**config.mk**
```make
export PLATFORM = sky130hd
export DESIGN_NAME = flex_down_counter
export DESIGN_NICKNAME = d
export VERILOG_FILES = /design/src/rtl/edge_pkg.sv /design/src/rtl/fdc_next_count.sv /design/src/rtl/flex_down_counter.sv
export SDC_FILE = /design/constraint.sdc
export NUM_CORES = 1
export LEC_CHECK = 0
export BUFFER_PORTS_ARGS = -buffer_cell sky130_fd_sc_hd__buf_4
export CAP_MARGIN = 30
export CORE_ASPECT_RATIO = 1.1
export CORE_MARGIN = 2
export CORE_UTILIZATION = 44
export CTS_CLUSTER_DIAMETER = 60
export DETAILED_ROUTE_END_ITERATION = 16
export PLACE_DENSITY = 0.66
export REMOVE_ABC_BUFFERS = 1
export SKIP_CTS_REPAIR_TIMING = 1
export SYNTH_ARGS = -nofsm -noshare
export SYNTH_HDL_FRONTEND = slang
export SYNTH_HIERARCHICAL = 1
export SYNTH_SLANG_ARGS = --single-unit
```
**constraint.sdc**
```tcl
create_clock -name clk -period 5.4 [get_ports clk]
set_clock_uncertainty 0.05 [all_clocks]
set_input_delay 1.08 -clock clk [delete_from_list [all_inputs] [get_ports clk]]
set_output_delay 1.08 -clock clk [all_outputs]
set_load 0.005 [all_outputs]
```
**src/rtl/edge_pkg.sv**
```systemverilog
// edge_pkg: shared down-counter FSM state type and reset state for the edge-detector datapath
package edge_pkg;
  typedef enum logic [1:0] {FDC_IDLE, FDC_RUN, FDC_EXPIRED} fdc_state_t;
  localparam fdc_state_t FDC_RESET_STATE = FDC_IDLE;
endpackage

```
**src/rtl/fdc_next_count.sv**
```systemverilog
// fdc_next_count: combinational next count, terminal and underflow detection for flex_down_counter
// Ports: count/reload in; next_count, terminal out; underflow out only with FLEX_DOWN_COUNTER_UNDERFLOW_EN
module fdc_next_count
  import edge_pkg::*;
#(
  parameter int NUM_CNT_BITS = 4,
  parameter int DECREMENT = 1,
  parameter bit AUTO_RELOAD = 0
) (
  input  logic [NUM_CNT_BITS-1:0] count,
  input  logic [NUM_CNT_BITS-1:0] reload,
  output logic [NUM_CNT_BITS-1:0] next_count,
  output logic                    terminal
`ifdef FLEX_DOWN_COUNTER_UNDERFLOW_EN
  ,
  output logic                    underflow
`endif
);
  localparam logic [NUM_CNT_BITS-1:0] STEP = NUM_CNT_BITS'(DECREMENT);
  // A step that would reach or pass zero is the terminal event; it saturates instead of wrapping
  always_comb begin
    terminal = count <= STEP;
    next_count = terminal ? (AUTO_RELOAD ? reload : '0) : count - STEP;
  end
`ifdef FLEX_DOWN_COUNTER_UNDERFLOW_EN
  always_comb underflow = count < STEP;
`endif
endmodule

```
**src/rtl/flex_down_counter.sv**
```systemverilog
// flex_down_counter: loadable programmable-step down-counter with terminal count and optional auto-reload
// Ports: clk, rst (async, active-high), clear, load, load_val, count_enable in;
// count_out, zero_flag, busy out; underflow_err out only with FLEX_DOWN_COUNTER_UNDERFLOW_EN
module flex_down_counter
  import edge_pkg::*;
#(
  parameter int NUM_CNT_BITS = 4,
  parameter int DECREMENT = 1,
  parameter bit AUTO_RELOAD = 0
) (
  input  logic                    clk,
  input  logic                    rst,
  input  logic                    clear,
  input  logic                    load,
  input  logic [NUM_CNT_BITS-1:0] load_val,
  input  logic                    count_enable,
  output logic [NUM_CNT_BITS-1:0] count_out,
  output logic                    zero_flag,
  output logic                    busy
`ifdef FLEX_DOWN_COUNTER_UNDERFLOW_EN
  ,
  output logic                    underflow_err
`endif
);
  fdc_state_t state;
  logic [NUM_CNT_BITS-1:0] reload;
  logic [NUM_CNT_BITS-1:0] next_count;
  logic terminal;
`ifdef FLEX_DOWN_COUNTER_UNDERFLOW_EN
  logic underflow;
`endif
  fdc_next_count #(
    .NUM_CNT_BITS(NUM_CNT_BITS),
    .DECREMENT(DECREMENT),
    .AUTO_RELOAD(AUTO_RELOAD)
  ) u_next (
    .count(count_out),
    .reload(reload),
    .next_count(next_count),
    .terminal(terminal)
`ifdef FLEX_DOWN_COUNTER_UNDERFLOW_EN
    ,
    .underflow(underflow)
`endif
  );
  // IDLE and EXPIRED simply hold: count is already 0 and zero_flag keeps its state-specific value
  always_ff @(posedge clk or posedge rst) begin
    if (rst) begin
      state <= FDC_RESET_STATE;
      count_out <= '0;
      reload <= '0;
      zero_flag <= 1'b0;
      busy <= 1'b0;
    end else if (clear) begin
      state <= FDC_IDLE;
      count_out <= '0;
      reload <= '0;
      zero_flag <= 1'b0;
      busy <= 1'b0;
    end else if (load) begin
      state <= (load_val != '0) ? FDC_RUN : FDC_EXPIRED;
      count_out <= load_val;
      reload <= load_val;
      zero_flag <= load_val == '0;
      busy <= load_val != '0;
    end else if (state == FDC_RUN) begin
      zero_flag <= count_enable && terminal;
      if (count_enable) begin
        count_out <= next_count;
        if (terminal && !AUTO_RELOAD) begin
          state <= FDC_EXPIRED;
          busy <= 1'b0;
        end
      end
    end
  end
`ifdef FLEX_DOWN_COUNTER_UNDERFLOW_EN
  // Sticky until rst; clear and load deliberately leave it alone
  always_ff @(posedge clk or posedge rst) begin
    if (rst) underflow_err <= 1'b0;
    else if (!clear && !load && state == FDC_RUN && count_enable && underflow) underflow_err <= 1'b1;
  end
`endif
endmodule

```
==> results of run 1 <==
routing by layer:
metal,GRT usage (%),vias up,share of wire [%]
met1,21.58,208,46
met2,26.39,16,46
met3,4.624,2,7.1
met5,0,-,0
met4,11.54,0,1.0
li1,-,214,-
sequential cells by signal, indices dropped and copies added, names as in the netlist:
register,count
count_out,4
state,2
zero_flag,1
layout by cell type, fill, tap and decap left out:
cell,instances
a21boi_0,1
a21boi_2,1
a21oi_1,6
a21oi_2,1
a311o_1,1
a32o_2,1
and2_1,1
and4b_1,1
buf_4,14
clkbuf_1,1
clkbuf_4,3
dfrtp_1,7
ha_1,2
inv_1,6
mux2_1,4
mux2_2,1
nand2_1,4
nand2b_1,4
nand3b_1,1
nor2_1,1
nor3_1,2
nor3_2,1
o21ai_0,1
o31a_1,1
or2_1,1
or4_4,1
final timing paths:
kind	slack, ns	from	depth (start not counted)	end
setup / recovery	3.41	count_out[0]$_DFFE_PP0P_	1	count_out[0]
hold / removal	0.50	state[1]$_DFFE_PP0P_	2	state[1]$_DFFE_PP0P_
setup reg to reg	3.46	count_out[0]$_DFFE_PP0P_	7	state[0]$_DFFE_PP0P_
hold reg to reg	0.50	state[1]$_DFFE_PP0P_	2	state[1]$_DFFE_PP0P_
max in group asynchronous	4.38	rst	2	count_out[3]$_DFFE_PP0P_
min in group asynchronous	0.71	rst	2	zero_flag$_DFFE_PP0P_
power groups by stage:
stage	sequential (mW)	clock, mW	combinational [mW]
5_1_grt	0.0645	0.0526	0.0510
3_3_place_gp	0.0642	0	0.0449
2_1_floorplan	0.0635	0	0.0272
6_report	0.0638	0.0461	0.0452
4_1_cts	0.0639	0.0488	0.0458
3_5_place_dp	0.0648	0	0.0455
through the flow:
step           setup WS [ns]  std cells  cell area, um^2
6_report               3.412         82            625.6
2_1_floorplan          3.361         50            476.7
5_1_grt                3.325         82            625.6
3_3_place_gp           3.210         78            599.3
4_1_cts                3.405         82            625.6
3_5_place_dp           3.214         78            599.3
layout make-up:
type / instances / area (um^2) / area share [%]
well taps: 14 / 17.52 / 2.800
clock buffers: 4 / 26.28 / 4.200
flip-flops and latches: 7 / 175.2 / 28.00
inverters: 6 / 22.52 / 3.600
repair buffers: 14 / 105.1 / 16.80
multi-input cells: 37 / 279.0 / 44.60
worst register-to-register path, cell delays in order (launching register included):
cell and delay (ns):
dfrtp_1 0.46, inv_1 0.07, ha_1 0.23, or2_1 0.27, and2_1 0.14, and4b_1 0.20
nor3_1 0.29, a32o_2 0.18
==> out/results.txt, run 1 <==
CP max stage cell: dfrtp_1
Port bufs: 14
Routed via count: 440
Critical path required time: 4.27 ns
CP max stage delay: 0.45 ns
Die width: 35.71 um
Crit. End Element: primary output
Critical Path Fanout Max: 6
Global placement routability congestion: 0.7810
Post-Synthesis Cell Area: 486.7 um^2
Fin. Hold Viols: 0
Grt total ovfl: 0
Arrival time at the worst endpoint: 0.86 ns
Largest net degree at the start of global routing: 14
Root buf cell: clkbuf_4
CTS tree: yes
Final setup vio count: 0
Worst-margin pin slew: 0.3556 ns
Top delay family on crit path: flip-flops
Max Clk Rate: 503.0 MHz
Row Count: 12
Buffers & Inverters on Critical Path: 1
Post-DP HPWL: 787.8 um
Crit path cell chain: buf_4
Clk slew on worst S/H paths: 0.05 ns
Internal Pwr Total: 0.1107 mW
Ports: 15
Worst-skew pair later-pin latency: 0.25 ns
Logic pwr share: 29.1%
Routed len/inst: 12.02 um
Switching pwr: 0.04447 mW
Sequential Power Share: 41.2%
Switching Fraction: 28.66%
Slew Limit Headroom: 76.11%
RSZ-0062 raised after global routing: false
Final TNS setup: 0 ns
Vias in the first global route: 396
Total CTS buffers: 3
Power Density: 248.0 nW/um^2
Gr usage total: 17.32%
Tcrit/Tclk final: 36.82%
Leakage: 0.3017 nW
Worst ir drop on vdd: 0.1206 mV
Nets: 80
Mean Syn Cell Area: 9.360 um^2
TritonCTS Sinks: 7
Via/cell ratio: 5.366
Fraction of layout cells with a size suffix above 1: 33.82%
Hold slack final: 0.5024 ns
Antenna Nets Post-Route: 0
Final core occ: 61.27%
Vert. Die Dim: 38.88 um
Fill count: 107
CP Class: reg -> out
Syn Inst Count: 52
Total power: 0.1551 mW
Starting Density: 47.67%
Worst setup SP type: flip-flop
H-tree depth: 1
Clock power frac: 29.7%
Total number of yosys warnings: 6
Status: complete, no violations
Iteration-0 DRC count of the detailed router: 12
Slew Viols, Final: 0
Die area: 1388 um^2
Antenna cells: 0
First-pass GRT wire length: 1628 um
Initial antenna violation count: 0
Fin crit period: 1.988 ns
Drt drc: 0
WL final: 986 um
Max_cap viols: 0
DRT Pass-1 Iters: 4
Area growth syn-to-layout: 28.53%
Clock buffer depth: 2
Hold crit path type: reg -> reg
Core area: 1021 um^2
(Power assumes the default switching activity.)
==> run 2, diff against run 1 <==
--- a/config.mk
+++ b/config.mk
@@ -5,9 +5,9 @@
 export SDC_FILE = /design/constraint.sdc
 export NUM_CORES = 1
 export LEC_CHECK = 0
+export ABC_AREA = 1
 export BUFFER_PORTS_ARGS = -buffer_cell sky130_fd_sc_hd__buf_4
 export CAP_MARGIN = 30
-export CORE_ASPECT_RATIO = 1.1
 export CORE_MARGIN = 2
 export CORE_UTILIZATION = 44
 export CTS_CLUSTER_DIAMETER = 60
==> constraint.sdc (replaced) <==
create_clock -name clk -period 1.9 [get_ports clk]
set_clock_uncertainty 0.05 [all_clocks]
set_input_delay 0.38 -clock clk [delete_from_list [all_inputs] [get_ports clk]]
set_output_delay 0.38 -clock clk [all_outputs]
set_load 0.005 [all_outputs]
==> out/results.txt, run 2 <==
Drt drc: 0 (unchanged)
Antenna Nets Post-Route: 0 (unchanged)
RSZ-0062 raised after global routing: false (unchanged)
Grt total ovfl: 0 (unchanged)
Largest register FFs: 4 (unchanged)
Clock power frac: 28.0% (was 29.7%)
Via/cell ratio: 4.538 (was 5.366)
Pre-CTS WS: 0.3226 ns (was 3.214 ns)
Leakage: 0.3781 nW (was 0.3017 nW)
Nets: 104 (was 80)
Critical path required time: 1.98 ns (was 4.27 ns)
WL final: 992 um (was 986 um)
Row Count: 12 (unchanged)
CTS tree: yes (unchanged)
Commonest cells after routing, fill and taps aside: nand2_1, buf_4, inv_1, nand3_1, dfrtp_1 (was buf_4, dfrtp_1, a21oi_1, inv_1)
CP dominant cell by count: nand2_1
Worst-margin pin slew: 0.2684 ns (was 0.3556 ns)
Antenna cells: 0 (unchanged)
Arrival time at the worst endpoint: 1.68 ns (was 0.86 ns)
Multi-input logic area: 272.8 um^2 (was 279.0 um^2)
Fill count: 125 (was 107)
Fraction of layout cells with a size suffix above 1: 22.83% (was 33.82%)
Hold crit path type: in -> async (was reg -> reg)
RR Endpoint: zero_flag$_DFFE_PP0P_ (was state[0]$_DFFE_PP0P_)
Global placement routability congestion: 0.7571 (was 0.7810)
Routed len/inst: 9.358 um (was 12.02 um)
Area growth syn-to-layout: 27.71% (was 28.53%)
Buffers & Inverters on Critical Path: 2 (was 1)
Fin. Hold Viols: 0 (unchanged)
Post-DP HPWL: 813.9 um (was 787.8 um)
Slew Viols, Final: 0 (unchanged)
Total CTS buffers: 3 (unchanged)
CP max stage delay: 0.41 ns (was 0.45 ns)
Ports: 15 (unchanged)
Vias in the first global route: 437 (was 396)
Setup WS post-layout: 0.3008 ns (was 3.412 ns)
Hold slack final: 0.006154 ns (was 0.5024 ns)
Slew Limit Headroom: 82.09% (was 76.11%)
Largest net degree at the start of global routing: 10 (was 14)
Worst setup SP type: flip-flop (unchanged)
Root buf cell: clkbuf_4 (unchanged)
Status: complete, no violations (unchanged)
H-tree depth: 1 (unchanged)
Max Clk Rate: 625.3 MHz
Final setup vio count: 0 (unchanged)
First-pass GRT wire length: 1759 um (was 1628 um)
Worst ir drop on vdd: 0.5561 mV (was 0.1206 mV)
Starting Density: 45.95% (was 47.67%)
DRT Pass-1 Iters: 4 (unchanged)
Max_cap viols: 0 (unchanged)
Power Density: 744.3 nW/um^2 (was 248.0 nW/um^2)
Worst-skew pair later-pin latency: 0.25 ns (about the same)
Cell Area, Placed: 608.1 um^2 (was 599.3 um^2)
Iteration-0 DRC count of the detailed router: 4 (was 12)
Commonest non-fill, non-tap cell in the layout: nand2_1 (was buf_4)
Crit. End Element: flip-flop (was primary output)
Port bufs: 14 (unchanged)
Routed via count: 481 (was 440)
Largest regs: count_out (4), state (2), zero_flag (1) (unchanged)
Worst reg-to-reg setup slack: 0.30 ns (was 3.46 ns)
Critical Path Fanout Max: 5 (was 6)
Logic pwr share: 32.1% (was 29.1%)
TritonCTS Sinks: 7 (unchanged)
Mean Syn Cell Area: 6.623 um^2 (was 9.360 um^2)
Vert. Die Dim: 37.60 um (was 38.88 um)
Register Area: 175.2 um^2 (unchanged)
Syn Inst Count: 75 (was 52)
Switching pwr: 0.1564 mW (was 0.04447 mW)
Total number of yosys warnings: 6 (unchanged)
Fin crit period: 1.599 ns
Final TNS setup: 0 ns (unchanged)
Initial antenna violation count: 0 (unchanged)
Internal Pwr Total: 0.3158 mW (was 0.1107 mW)
Sequential Power Share: 39.8% (was 41.2%)
Most flop-heavy register: count_out (unchanged)
Post-Synthesis Cell Area: 496.7 um^2 (was 486.7 um^2)
Reg2reg start: count_out[0]$_DFFE_PP0P_ (unchanged)
Die area: 1414 um^2 (was 1388 um^2)
Die width: 37.60 um (was 35.71 um)
Clock buffer depth: 2 (unchanged)
CP Class: reg -> reg (was reg -> out)
Gr usage total: 18.33% (was 17.32%)
Register-to-Register Path Depth: 10 (was 7)
Cell area after layout: 634.4 um^2 (was 625.6 um^2)
CP max stage cell: dfrtp_1 (unchanged)
Switching Fraction: 33.12% (was 28.66%)
Tcrit/Tclk final: 84.17%
Core area: 1081 um^2 (was 1021 um^2)
Clk slew on worst S/H paths: 0.06 ns (was 0.05 ns)
Crit path cell chain: inv_1 -> ha_1 -> nor2_1 -> nor3_4 -> nand2_1 -> inv_1 -> nand2_1 -> nand2_1 -> nand3_1 -> nand2_1 (was buf_4)
Top delay family on crit path: simple AND/OR/NAND/NOR gates (was flip-flops)
-- run 2: changes by cell type in the layout (fill, tap and decap cells not counted), sizes merged, moves of 2 or more --
| cell | previous run | this run |
|---|---|---|
| a21boi | 2 | 0 |
| a21oi | 7 | 0 |
| inv | 6 | 10 |
| mux2 | 5 | 0 |
| nand2 | 4 | 34 |
| nand2b | 4 | 0 |
| nand3 | 0 | 8 |
| nor2 | 1 | 9 |
| nor3 | 3 | 1 |
-- run 2: worst max-delay path by stage --
stage / start / to / slack [ns] / cells past startpoint
3_5_place_dp: count_out[0]$_DFFE_PP0P_ / zero_flag$_DFFE_PP0P_ / 0.32 / 10
2_1_floorplan: count_out[0]$_DFFE_PP0P_ / zero_flag$_DFFE_PP0P_ / 0.46 / 10
6_report: count_out[0]$_DFFE_PP0P_ / zero_flag$_DFFE_PP0P_ / 0.30 / 10
3_3_place_gp: count_out[0]$_DFFE_PP0P_ / zero_flag$_DFFE_PP0P_ / 0.38 / 10
4_1_cts: count_out[0]$_DFFE_PP0P_ / zero_flag$_DFFE_PP0P_ / 0.30 / 10
5_1_grt: count_out[0]$_DFFE_PP0P_ / state[1]$_DFFE_PP0P_ / 0.15 / 10
-- run 2: through the flow --
stage | util, % | cells | total power [mW]
6_report | 58.68 | 106 | 0.4722
5_1_grt | 58.68 | 106 | 0.5104
4_1_cts | 58.68 | 106 | 0.4771
3_5_place_dp | 56.25 | 102 | 0.3429
3_3_place_gp | 56.25 | 102 | 0.3423
2_1_floorplan | - | 74 | 0.2837
-- run 2: power by group through the flow --
stage / registers, mW / clock network [mW] / logic, mW
after floorplan: 0.188 / 0 / 0.0955
after global placement: 0.190 / 0 / 0.153
after detailed placement: 0.191 / 0 / 0.152
after CTS: 0.188 / 0.136 / 0.153
after global routing: 0.191 / 0.145 / 0.175
final: 0.188 / 0.132 / 0.152
-- run 2: per-layer routing --
metal,up-vias,wire length (um),global-route usage (%)
li1,263,-,-
met1,206,416,20.37
met2,12,506,31.90
met3,0,69,8.929
met4,0,0,2.679
met5,-,0,0
-- run 2: layout make-up --
cell class | instances | area share (%)
repair buffers | 14 | 16.57
inverters | 10 | 5.917
multi-input cells | 57 | 43.00
well taps | 14 | 2.761
clock buffers | 4 | 4.142
flip-flops and latches | 7 | 27.61
